[src/rtl/pipe_pkg.sv]
// Shared definitions for the fetch/decode pipeline boundary: skid-buffer
// states, the MIPS NOP encoding and the default field widths.
package pipe_pkg;

    typedef enum logic [1:0] {
        EMPTY = 2'd0,
        ONE   = 2'd1,
        FULL  = 2'd2
    } skid_state_e;

    localparam logic [31:0] MIPS_NOP       = 32'h0000_0000;
    localparam int          PIPE_ADDR_W    = 32;
    localparam int          PIPE_INSTR_W   = 32;
    localparam int          PIPE_CNT_W     = 16;

    // True when a state can still take a new instruction from fetch.
    function automatic logic can_accept(input skid_state_e st);
        return st != FULL;
    endfunction

endpackage : pipe_pkg

[src/rtl/sat_counter.sv]
// Saturating up-counter with synchronous active-low reset; sticks at all-ones.
module sat_counter #(
    parameter int W = 16
) (
    input  logic         clk,
    input  logic         rst_n,
    input  logic         inc,
    output logic [W-1:0] cnt
);

    logic [W-1:0] cnt_reg;
    logic [W-1:0] cnt_next;

    always_comb begin
        cnt_next = cnt_reg;
        if (inc && (cnt_reg != {W{1'b1}})) begin
            cnt_next = cnt_reg + {{(W-1){1'b0}}, 1'b1};
        end
    end

    always_ff @(posedge clk) begin
        if (!rst_n) begin
            cnt_reg <= '0;
        end else begin
            cnt_reg <= cnt_next;
        end
    end

    assign cnt = cnt_reg;

endmodule : sat_counter

[src/rtl/if_id_skid_reg.sv]
// IF/ID pipeline register with a 2-entry skid buffer and registered in_ready.
// Optional stall/flush performance counters are enabled by IF_ID_PERF_CNT_EN.
module if_id_skid_reg
    import pipe_pkg::*;
#(
    parameter int                 ADDR_W    = PIPE_ADDR_W,
    parameter int                 INSTR_W   = PIPE_INSTR_W,
    parameter logic [INSTR_W-1:0] NOP_INSTR = INSTR_W'(MIPS_NOP)
`ifdef IF_ID_PERF_CNT_EN
    ,
    parameter int                 CNT_W     = PIPE_CNT_W
`endif
) (
    input  logic               clk,
    input  logic               rst_n,
    input  logic               in_valid,
    output logic               in_ready,
    input  logic [ADDR_W-1:0]  in_pc_plus4,
    input  logic [INSTR_W-1:0] in_instr,
    input  logic               flush,
    output logic               out_valid,
    input  logic               out_ready,
    output logic [ADDR_W-1:0]  out_pc_plus4,
    output logic [INSTR_W-1:0] out_instr
`ifdef IF_ID_PERF_CNT_EN
    ,
    output logic [CNT_W-1:0]   stall_cnt,
    output logic [CNT_W-1:0]   flush_cnt
`endif
);

    skid_state_e        state_reg;
    skid_state_e        state_next;

    logic [ADDR_W-1:0]  main_pc_reg;
    logic [ADDR_W-1:0]  main_pc_next;
    logic [INSTR_W-1:0] main_instr_reg;
    logic [INSTR_W-1:0] main_instr_next;
    logic [ADDR_W-1:0]  skid_pc_reg;
    logic [ADDR_W-1:0]  skid_pc_next;
    logic [INSTR_W-1:0] skid_instr_reg;
    logic [INSTR_W-1:0] skid_instr_next;

    logic acc;
    logic fire;

    // Handshake outputs depend on the state flops only.
    assign out_valid = (state_reg != EMPTY);
    assign in_ready  = can_accept(state_reg);

    assign acc  = in_valid & in_ready;
    assign fire = out_valid & out_ready;

    always_comb begin
        state_next      = state_reg;
        main_pc_next    = main_pc_reg;
        main_instr_next = main_instr_reg;
        skid_pc_next    = skid_pc_reg;
        skid_instr_next = skid_instr_reg;

        case (state_reg)
            EMPTY: begin
                if (acc) begin
                    state_next      = ONE;
                    main_pc_next    = in_pc_plus4;
                    main_instr_next = in_instr;
                end
            end
            ONE: begin
                if (acc && fire) begin
                    main_pc_next    = in_pc_plus4;
                    main_instr_next = in_instr;
                end else if (acc) begin
                    // Decode stalled: park the new instruction behind main.
                    state_next      = FULL;
                    skid_pc_next    = in_pc_plus4;
                    skid_instr_next = in_instr;
                end else if (fire) begin
                    state_next = EMPTY;
                end
            end
            FULL: begin
                if (fire) begin
                    state_next      = ONE;
                    main_pc_next    = skid_pc_reg;
                    main_instr_next = skid_instr_reg;
                end
            end
            default: begin
                state_next = EMPTY;
            end
        endcase

        // Flush kills both entries and any instruction accepted this cycle.
        if (flush) begin
            state_next      = EMPTY;
            main_pc_next    = '0;
            main_instr_next = NOP_INSTR;
            skid_pc_next    = '0;
            skid_instr_next = NOP_INSTR;
        end
    end

    always_ff @(posedge clk) begin
        if (!rst_n) begin
            state_reg      <= EMPTY;
            main_pc_reg    <= '0;
            main_instr_reg <= NOP_INSTR;
            skid_pc_reg    <= '0;
            skid_instr_reg <= NOP_INSTR;
        end else begin
            state_reg      <= state_next;
            main_pc_reg    <= main_pc_next;
            main_instr_reg <= main_instr_next;
            skid_pc_reg    <= skid_pc_next;
            skid_instr_reg <= skid_instr_next;
        end
    end

    assign out_pc_plus4 = main_pc_reg;
    assign out_instr    = main_instr_reg;

`ifdef IF_ID_PERF_CNT_EN
    // Slot 0 counts stalled cycles, slot 1 counts flush cycles.
    logic [1:0]       perf_inc;
    logic [CNT_W-1:0] perf_cnt [2];

    assign perf_inc = {flush, out_valid & ~out_ready};

    genvar gi;
    generate
        for (gi = 0; gi < 2; gi++) begin : g_perf
            sat_counter #(
                .W(CNT_W)
            ) u_cnt (
                .clk  (clk),
                .rst_n(rst_n),
                .inc  (perf_inc[gi]),
                .cnt  (perf_cnt[gi])
            );
        end
    endgenerate

    assign stall_cnt = perf_cnt[0];
    assign flush_cnt = perf_cnt[1];
`endif

endmodule : if_id_skid_reg

[config.mk]
export PLATFORM = sky130hd
export DESIGN_NAME = if_id_skid_reg
export DESIGN_NICKNAME = d
export VERILOG_FILES = /design/src/rtl/pipe_pkg.sv /design/src/rtl/sat_counter.sv /design/src/rtl/if_id_skid_reg.sv
export SDC_FILE = /design/constraint.sdc
export NUM_CORES = 1
export LEC_CHECK = 0
export BUFFER_PORTS_ARGS = -buffer_cell sky130_fd_sc_hd__buf_2
export CORE_UTILIZATION = 58
export CTS_CLUSTER_DIAMETER = 80
export DETAILED_ROUTE_END_ITERATION = 8
export GPL_ROUTABILITY_DRIVEN = 0
export PLACE_DENSITY = 0.85
export SLEW_MARGIN = 20
export SYNTH_ARGS = -nofsm -noshare
export SYNTH_HDL_FRONTEND = slang
export SYNTH_SLANG_ARGS = --single-unit
[constraint.sdc]
create_clock -name clk -period 3.1 [get_ports clk]
set_input_delay 0.31 -clock clk [delete_from_list [all_inputs] [get_ports clk]]
set_output_delay 0.31 -clock clk [all_outputs]
set_load 0.005 [all_outputs]
==> metrics.md <==
| Metric | Value |
|---|---|
| Status | finished, final reports clean |
| Synth area leaders | dfxtp_1, a211oi_2, mux2i_1 |
| Clock slew at reported path FFs | 0.06 ns |
| Sequential share of the synthesized area | 44.7% |
| Max Root-Sink Buffers | 2 |
| Fin Clk Skew | 0.0104 ns |
| Switching share of power | 22.9% |
| Leakage dissipation | 3.06 nW |
| Port bufs | 134 |
| Slew HR | 31.3% |
| DR pass1 iterations | 4 |
| Post-CTS setup buffers | 0 |
| Antenna violations before repair | 0 |
| PostCTS Resize Cnt | 0 |
| Clk pwr share | 49.8% |
| Critical Path Start Type | register |
| Clock root buffer | clkbuf_8 |
| Crit-path max FO | 64 |
| Critical Path AT | 2.69 ns |
| FILL cells | 716 |
| DR WL/cell | 17.5 um |
| Register area | 2600 sq um |
| Nets | 761 |
| Num rows | 36 |
| Drt drc | 0 |
| Inserted Clock Buffers | 17 |
| Total wire length | 14.7 mm |
| Clock net sink count | 130 |
| Final worst path period share | 75.4% |
| Sequential power share | 40.4% |
| CTS tree | built |
| Syn_nets | 663 |
| Pre-CTS WS | 0.834 ns |
| Fmax | 428 MHz |
| Area share of the largest cell type after synthesis | 44.7% |
| CP required | 3.45 ns |
| Switch Pwr | 0.000995 W |
| Hold Slack | 0.0388 ns |
| PD cells | 615 nW/um^2 |
| DRT iter0 DRCs | 284 |
| Post-CTS Hold Buffers | 0 |
| First-pass GRT wire length | 23.0 mm |
| Synthesized area | 5820 sq um |
| Worst Setup Slack, final | 0.762 ns |
| IO Pins | 135 |
| Post-synth top area cell | dfxtp_1 |
| Core area | 9730 sq um |
| DP Area | 6410 sq um |
| Initial Utilization | 59.8% |
| #FFs+latches synth | 130 |
| Total vias in the final route | 4976 |
| Die height | 102 um |
| MaxCap Viol Count | 0 |
| Hold crit path type | primary input to register |
| Share of layout cells above drive strength 1 | 34.8% |
| Number of global-route vias before repair | 4775 |
| Synthesized area per cell | 9.80 sq um |
| Vias/cell | 5.94 |
| Global-route usage over all layers | 28.7% |
| P_int | 0.00335 W |
| CP Class | register to register |
| H-tree levels | 4 |
| Setup TNS | 0 ns |
| Post-route cell area | 7060 sq um |
| Hpwl dp | 8.66 mm |
| Yosys cell types | 21 |
| N_diodes | 0 |
| Die area | 10400 sq um |
| Commonest non-fill, non-tap cell in the layout | buf_2 |
| Pin count of the biggest net entering global routing | 76 |
| Warnings, synthesis | 0 |
| Mapped Cells | 594 |
| Area delta synth->final | 21.4% |
| Final setup vio count | 0 |
| Final hold vios | 0 |
| Slew @ Worst Pin | 1.03 ns |
| Comb pwr share | 9.8% |
| Multi-input logic area | 2870 sq um |
| Max-slew violations | 0 |
| Overflow left after global routing | 0 |
| Die width | 102 um |
| DRT antenna net count | 0 |
| Commonest cells after routing, fill and taps aside | buf_2, nand2_1, dfxtp_1 |
| Worst-Skew Late Latency | 0.52 ns |
| Worst VDD drop | 0.525 mV |
| Min Tclk post-route | 2.34 ns |
| RSZ-0062 raised after global routing | no |
| CP Capture Type | register |
layout make-up:
type,instances,area share (%)
inverters,1,0.0531
well taps,133,2.36
multi-input cells,399,40.7
clock inverters,8,2.05
clock buffers,24,7.23
flip-flops and latches,130,36.8
repair buffers,143,10.8
power groups by stage:
stage,Combinational [W],Sequential (W),Clock (W)
after floorplan,0.000282,0.00179,0
after global placement,0.000408,0.00179,0
after detailed placement,0.000422,0.00179,0
after CTS,0.000425,0.00175,0.00219
after global routing,0.000461,0.00176,0.00225
final,0.000426,0.00176,0.00216
final timing paths:
kind,start,to,cells past startpoint,slack (ns)
max,state_reg[1],out_pc_plus4[21],3,0.76
min,in_pc_plus4[20],skid_pc_reg[20],3,0.04
max reg2reg,state_reg[1],out_pc_plus4[21],3,0.76
min reg2reg,skid_pc_reg[1],skid_pc_reg[1],2,0.45
layer usage:
layer / global-route usage, % / up-vias / share of wire [%]
met5: 0 / - / 0
met4: 12.0 / 0 / 1.8
met3: 8.89 / 23 / 5.9
met2: 47.9 / 171 / 50
met1: 34.1 / 2424 / 42
li1: - / 2358 / -
cells in the mapped netlist:
library cell	count
clkbuf_1	22
a211oi_1	69
nand4bb_1	1
a21o_1	2
nand3b_1	1
mux2i_1	64
a21oi_1	65
or3b_2	1
nand2_1	130
dfxtp_1	130
buf_6	17
a211oi_2	60
inv_1	1
and3b_1	1
nor4bb_1	1
buf_2	19
or2_2	1
buf_1	5
buf_4	1
nand2b_1	2
mux2_4	1
worst max-delay path, stage by stage (launching register included):
cell and delay (ns):
dfxtp_1 0.56, mux2_4 0.52, a21o_4 0.85, a211oi_2 0.17
kinds of logic after synthesis:
logic type             synth area share [%]
and+or+nand+nor                        9.50
DFF                                    44.7
buffers and inverters                  6.86
AOI/OAI and AO/OA                      27.6
muxes                                  11.3
stage by stage:
stage / total power [W] / utilization [%] / cells
after floorplan: 0.00207 / - / 594
after global placement: 0.00219 / 65.9 / 806
after detailed placement: 0.00221 / 65.9 / 806
after CTS: 0.00437 / 72.6 / 838
after global routing: 0.00447 / 72.6 / 838
final: 0.00434 / 72.6 / 838
(Power assumes the default switching activity.)
